===== src/rtl/dvsd_mul_pkg.sv =====
// dvsd_mul_pkg: shared sizes, requester id type and the round-robin pick
package dvsd_mul_pkg;
   localparam int NREQ = 4;
   localparam int W = 8;
   localparam int PW = 2 * W;
   typedef logic [1:0] id_t;
   // lowest offset from p wins because it is assigned last
   function automatic id_t rr_pick(input logic [NREQ-1:0] v, input id_t p);
      id_t g;
      g = p;
      for (int i = NREQ - 1; i >= 0; i--)
         if (v[p + id_t'(i)]) g = p + id_t'(i);
      return g;
   endfunction
endpackage


===== src/rtl/dvsd_mul_arb4_if.sv =====
// dvsd_mul_arb4_if: per-requester operand/ready lanes plus the shared product response channel
interface dvsd_mul_arb4_if #(
   parameter int NREQ = dvsd_mul_pkg::NREQ,
   parameter int W = dvsd_mul_pkg::W
);
   logic [NREQ-1:0] req_valid;
   logic [NREQ-1:0] req_ready;
   logic [NREQ*W-1:0] req_a;
   logic [NREQ*W-1:0] req_b;
   logic rsp_valid;
   logic rsp_ready;
   dvsd_mul_pkg::id_t rsp_id;
   logic [2*W-1:0] rsp_m;
   modport master (
      output req_valid, req_a, req_b, rsp_ready,
      input req_ready, rsp_valid, rsp_id, rsp_m
   );
   modport slave (
      input req_valid, req_a, req_b, rsp_ready,
      output req_ready, rsp_valid, rsp_id, rsp_m
   );
endinterface


===== src/rtl/dvsd_mul8_pipe.sv =====
// dvsd_mul8_pipe: two-stage unsigned multiplier; stage 1 holds operands, stage 2 holds the product
module dvsd_mul8_pipe #(
   parameter int W = dvsd_mul_pkg::W
) (
   input  logic clk,
   input  logic rst_n,
   input  logic adv,
   input  logic in_v,
   input  logic [W-1:0] in_a,
   input  logic [W-1:0] in_b,
   input  dvsd_mul_pkg::id_t in_id,
   output logic en1,
   output logic v1,
   output logic out_v,
   output logic [2*W-1:0] out_m,
   output dvsd_mul_pkg::id_t out_id
);
   import dvsd_mul_pkg::*;
   localparam int MW = 2 * W;
   logic v1_q, v1_d, v2_q, v2_d, ld1, ld2;
   logic [W-1:0] a_q, a_d, b_q, b_d;
   id_t id1_q, id1_d, id2_q, id2_d;
   logic [MW-1:0] m_q, m_d;
   always_comb begin
      en1 = !v1_q | adv;
      ld1 = en1 & in_v;
      ld2 = adv & v1_q;
      v1_d = en1 ? in_v : v1_q;
      a_d = ld1 ? in_a : a_q;
      b_d = ld1 ? in_b : b_q;
      id1_d = ld1 ? in_id : id1_q;
      v2_d = adv ? v1_q : v2_q;
      m_d = ld2 ? MW'(a_q) * MW'(b_q) : m_q;
      id2_d = ld2 ? id1_q : id2_q;
   end
   always_ff @(posedge clk or negedge rst_n) begin
      if (!rst_n) begin
         v1_q <= 1'b0;
         v2_q <= 1'b0;
         a_q <= '0;
         b_q <= '0;
         id1_q <= '0;
         id2_q <= '0;
         m_q <= '0;
      end else begin
         v1_q <= v1_d;
         v2_q <= v2_d;
         a_q <= a_d;
         b_q <= b_d;
         id1_q <= id1_d;
         id2_q <= id2_d;
         m_q <= m_d;
      end
   end
   assign v1 = v1_q;
   assign out_v = v2_q;
   assign out_m = m_q;
   assign out_id = id2_q;
endmodule


===== src/rtl/dvsd_mul_arb4.sv =====
// dvsd_mul_arb4: round-robin arbiter sharing one pipelined 8x8 multiplier among four requesters
module dvsd_mul_arb4 #(
   parameter int NREQ = dvsd_mul_pkg::NREQ,
   parameter int W = dvsd_mul_pkg::W
) (
   input  logic clk,
   input  logic rst_n,
   dvsd_mul_arb4_if.slave bus,
   output logic busy
);
   import dvsd_mul_pkg::*;
   id_t ptr_q, ptr_d, gnt;
   logic adv, en1, v1, acc;
   logic [W-1:0] ga, gb;
   assign adv = !bus.rsp_valid | bus.rsp_ready;
   assign busy = v1 | bus.rsp_valid;
   // rst_n gates the strobe so nothing is offered while reset is held
   always_comb begin
      gnt = rr_pick(bus.req_valid, ptr_q);
      acc = rst_n & (|bus.req_valid) & en1;
      bus.req_ready = '0;
      bus.req_ready[gnt] = acc;
      ga = bus.req_a[gnt*W +: W];
      gb = bus.req_b[gnt*W +: W];
      ptr_d = acc ? gnt + id_t'(1) : ptr_q;
   end
   always_ff @(posedge clk or negedge rst_n) begin
      if (!rst_n) ptr_q <= '0;
      else ptr_q <= ptr_d;
   end
   dvsd_mul8_pipe #(.W(W)) u_pipe (
      .clk(clk),
      .rst_n(rst_n),
      .adv(adv),
      .in_v(acc),
      .in_a(ga),
      .in_b(gb),
      .in_id(gnt),
      .en1(en1),
      .v1(v1),
      .out_v(bus.rsp_valid),
      .out_m(bus.rsp_m),
      .out_id(bus.rsp_id)
   );
endmodule


===== src/flat_wrapper.sv =====
// flat-port wrapper written by rule: the top's interface ports become plain ports
module dvsd_mul_arb4_flat import dvsd_mul_pkg::*;
#(
   parameter int NREQ = dvsd_mul_pkg::NREQ,
   parameter int W = dvsd_mul_pkg::W
)
  (clk, rst_n, busy, bus_req_valid, bus_req_a, bus_req_b, bus_rsp_ready, bus_req_ready, bus_rsp_valid, bus_rsp_id, bus_rsp_m);
  dvsd_mul_arb4_if #(.NREQ(NREQ), .W(W)) bus_i ();
  input  logic clk;
  input  logic rst_n;
  output logic busy;
  input wire logic [$bits(bus_i.req_valid)-1:0] bus_req_valid;
  input wire logic [$bits(bus_i.req_a)-1:0] bus_req_a;
  input wire logic [$bits(bus_i.req_b)-1:0] bus_req_b;
  input wire logic [$bits(bus_i.rsp_ready)-1:0] bus_rsp_ready;
  output wire logic [$bits(bus_i.req_ready)-1:0] bus_req_ready;
  output wire logic [$bits(bus_i.rsp_valid)-1:0] bus_rsp_valid;
  output wire logic [$bits(bus_i.rsp_id)-1:0] bus_rsp_id;
  output wire logic [$bits(bus_i.rsp_m)-1:0] bus_rsp_m;
  assign bus_i.req_valid = bus_req_valid;
  assign bus_i.req_a = bus_req_a;
  assign bus_i.req_b = bus_req_b;
  assign bus_i.rsp_ready = bus_rsp_ready;
  assign bus_req_ready = bus_i.req_ready;
  assign bus_rsp_valid = bus_i.rsp_valid;
  assign bus_rsp_id = bus_i.rsp_id;
  assign bus_rsp_m = bus_i.rsp_m;
  dvsd_mul_arb4 #(.NREQ(NREQ), .W(W)) u_core (.clk(clk), .rst_n(rst_n), .bus(bus_i), .busy(busy));
endmodule

===== config.mk =====
export PLATFORM = sky130hd
export DESIGN_NAME = dvsd_mul_arb4_flat
export DESIGN_NICKNAME = d
export VERILOG_FILES = /design/src/rtl/dvsd_mul_pkg.sv /design/src/rtl/dvsd_mul_arb4_if.sv /design/src/rtl/dvsd_mul8_pipe.sv /design/src/rtl/dvsd_mul_arb4.sv /design/src/flat_wrapper.sv
export SDC_FILE = /design/constraint.sdc
export NUM_CORES = 1
export LEC_CHECK = 0
export ABC_AREA = 1
export BUFFER_PORTS_ARGS = -buffer_cell sky130_fd_sc_hd__buf_2
export CAP_MARGIN = 15
export CORE_UTILIZATION = 50
export CTS_CLUSTER_SIZE = 25
export DETAILED_ROUTE_END_ITERATION = 7
export GPL_TIMING_DRIVEN = 0
export PLACE_DENSITY = 0.74
export SYNTH_ARGS = -nofsm -noshare
export SYNTH_HDL_FRONTEND = slang
export SYNTH_SLANG_ARGS = --single-unit

===== constraint.sdc =====
create_clock -name clk -period 4.8 [get_ports clk]
set_input_delay 0 -clock clk [delete_from_list [all_inputs] [get_ports clk]]
set_output_delay 0 -clock clk [all_outputs]
set_load 0.01 [all_outputs]

==> impl_metrics.csv <==
group,metric,value,unit
die,core_area,9240,um^2
layout,n_antenna_cell,0,
layout,mostFrequentLayoutCells,"210 x nand2_1, 161 x inv_1, 99 x buf_2",
drt,drcViolationCount,0,
drt,wirelength,11400,um
worst_setup_path,worstPathCellList,"clkbuf_1 -> nand2_1 -> inv_1 -> fa_1 -> fa_1 -> fa_1 -> inv_1 -> fa_1 -> inv_1 -> ha_1 -> a21oi_1 -> o21ai_0 -> a21oi_1 -> o21ai_1 -> nand2_1 -> clkinv_1 -> o31ai_1",
clock_tree,cts_resized,0,
sta,rsz0062_at_grt,"no",
yosys,syn_area,4760,um^2
sta,worst_pin_slew,0.881,ns
yosys,yosys_warnings,0,
placed_design,place.gp.congestion,0.852,
hold_path,hold_class,"input pin to flip-flop",
clock_tree,cts_buffer_depth,2,
global_routing,grt_max_degree,42,
yosys,ys_seq_area_share,21.0,%
clock_tree,clock_sinks,40,
placed_design,dp.final_hpwl,9220,um
worst_setup_path,crit_start,"u_core.u_pipe.a_q[3]",
clock_tree,cts_buffers,5,
layout,finalInstanceArea,5600,um^2
drt,drtIter0Drc,190,
sta,setup_viol,0,
worst_setup_path,ff2ff_path_depth,17,
sta,slew_violations,0,
sta,finalHoldViolations,0,
die,dieArea,9920,um^2
worst_setup_path,startpoint_type,"flip-flop",
global_routing,grt_pass1_wl,19900,um
yosys,syn_area_per_cell,6.91,um^2
worst_setup_path,cpMaxStageDelayCell,"fa_1",
die,die_width,99.6,um
worst_setup_path,critPathMaxFanout,9,
clock_tree,cts_tree,"done",
run,drv_cap,0,
placed_design,port_buffers,94,
layout,layout_commonest_cell,"nand2_1",
global_routing,grt_busiest_layer,"met2",
worst_setup_path,timing.rr.end,"u_core.u_pipe.out_m[14]",
die,fp-row-count,35,
die,pin_count,95,
layout,area_delta_synth_final,17.5,%
worst_setup_path,max_stage_delay,0.55,ns
die,die_h,99.6,um
global_routing,grt_use_met3,2.88,%
worst_setup_path,critPathKind,"flip-flop to flip-flop",
run_status,outcome,"finished, final reports clean",
drt,vias,4509,
drt,wl_per_cell,12.3,um
sta,min_period_over_period,93.6,%
worst_setup_path,crit-reg2reg-launch,"u_core.u_pipe.a_q[3]",
global_routing,gr-total-overflow,0,
worst_setup_path,endpoint,"u_core.u_pipe.out_m[14]",
worst_setup_path,crit_top_cell,"fa_1",
yosys,ys_seq_elements,40,
worst_setup_path,required,5.01,ns
layout,nNetsFinal,944,
drt,ant_nets,0,
clock_tree,clk_latency,0.30,ns
clock_tree,cts_root_buffer,"clkbuf_8",
sta,slew_headroom,41.3,%
sta,min_period,4.49,ns
placed_design,place_area,5400,um^2
drt,drt-pass1-iter-count,6,
yosys,postSynthCellCount,690,
layout,drive_gt1_share,17.4,%
die,start_util,51.6,%
global_routing,grt_usage,24.7,%
clock_tree,htreeDepth,2,
sta,finClkSkew,0.00940,ns
placed_design,dp_cells,913,
global_routing,antenna_found_initial,0,
yosys,yosysUniqueCellTypes,36,
drt,vias_per_cell,4.86,
sta,timing.fmax,0.223,GHz
worst_setup_path,cp-end-kind,"flip-flop",
global_routing,grt_pass1_vias,4573,
yosys,syn-num-nets,837,
global_routing,use_met1,29.8,%
layout,final-instance-count-excl-fill,927,
worst_setup_path,cp.arrival,4.70,ns
clock_tree,clk_pin_slew,0.09,ns
sta,tns,0,ns
global_routing,met2_usage,46.0,%
worst_setup_path,r2r_slack,0.31,ns
==> metrics by stage <==
stage	util [%]	hold slack [ns]	setup slack [ns]
4_1_cts	60.7	0.0192	0.273
3_5_place_dp	58.4	0.172	0.303
2_1_floorplan	-	-0.296	0.743
3_3_place_gp	58.4	0.151	0.356
5_1_grt	60.6	0.0239	0.0241
6_report	60.6	0.0160	0.310
==> state kept, by name, summed over array words and instances, names as in the netlist <==
register / count
u_core.u_pipe.out_m: 16
u_core.u_pipe.v1: 1
u_core.u_pipe.b_q: 8
u_core.ptr_q: 2
u_core.u_pipe.a_q: 8
u_core.u_pipe.out_v: 1
u_core.u_pipe.out_id: 2
u_core.u_pipe.id1_q: 2
==> worst min path at each step <==
stage / startpoint / endpoint / cells past startpoint
floorplan: rst_n / u_core.ptr_q[0] / 0
CTS: bus_req_a[8] / u_core.u_pipe.a_q[0] / 4
global placement: rst_n / u_core.u_pipe.out_m[3] / 1
detailed placement: rst_n / u_core.u_pipe.out_m[11] / 1
finish: bus_req_b[10] / u_core.u_pipe.b_q[2] / 4
global route: bus_req_a[8] / u_core.u_pipe.a_q[0] / 4
==> area by class of cell <==
cell class	instances	area [um^2]
plain buffers	29	145
fillers	872	3640
multi-input cells	447	2960
well taps	129	161
clock buffers	6	82.6
repair buffers	103	561
flip-flops and latches	40	1000
clock inverters	2	38.8
inverters	171	647
==> per-layer routing <==
layer / routed length [um] / part of all wire [%]
met2: 5790 / 51
met3: 493 / 4.3
met4: 170 / 1.5
met5: 0 / 0
met1: 4950 / 43
==> timing repair <==
action / 4_1_cts / 5_1_grt
endpoints found under the hold margin: 48 / 0
setup endpoints to repair: 0 / 1
hold buffers: 9 / 0
setup buffers: 0 / 0
==> worst max-delay path: cells and delay by family (launching register included) <==
family	cells	cell delay, ns
fa+ha+maj	5	2.38
simple gates	2	0.16
flops	1	0.33
compound gates	5	0.93
buf+inv	5	0.62
==> cells in the mapped netlist <==
cell type / instances / share of area [%]
o21ai_1: 7 / 0.74
inv_6: 1 / 0.18
nand3_1: 58 / 6.1
nand2_2: 2 / 0.26
o31ai_1: 2 / 0.32
or2_2: 2 / 0.26
buf_2: 5 / 0.53
buf_6: 3 / 0.71
o21a_1: 3 / 0.47
a211oi_1: 1 / 0.16
fa_1: 36 / 15
buf_1: 1 / 0.079
nor2_2: 1 / 0.13
inv_1: 161 / 13
a21oi_1: 14 / 1.5
or2_1: 8 / 1.1
buf_4: 2 / 0.32
dfrtp_1: 40 / 21
nand2_1: 210 / 17
a31oi_1: 5 / 0.66
nand4_1: 5 / 0.66
xnor2_1: 1 / 0.18
ha_1: 40 / 11
o21bai_1: 1 / 0.16
nand3_4: 1 / 0.37
nand2_8: 1 / 0.42
o21ai_0: 12 / 1.3
inv_2: 7 / 0.55
xor2_1: 4 / 0.74
nand2_4: 3 / 0.71
o211ai_2: 7 / 1.8
clkbuf_1: 21 / 1.7
a31o_2: 1 / 0.18
clkinv_1: 2 / 0.16
nor2_1: 21 / 1.7
and2_4: 1 / 0.18
==> cell families after synthesis <==
family | share of synthesized area [%]
AO/OA/AOI/OAI | 7.25
XOR/XNOR | 0.919
adder cells (fa/ha/maj) | 25.6
buffers and inverters | 16.9
flip-flops | 21.0
AND/OR/NAND/NOR | 28.3
Power is not shown: default switching activity piles up to over one toggle a cycle in this logic, so the estimate is an artifact.
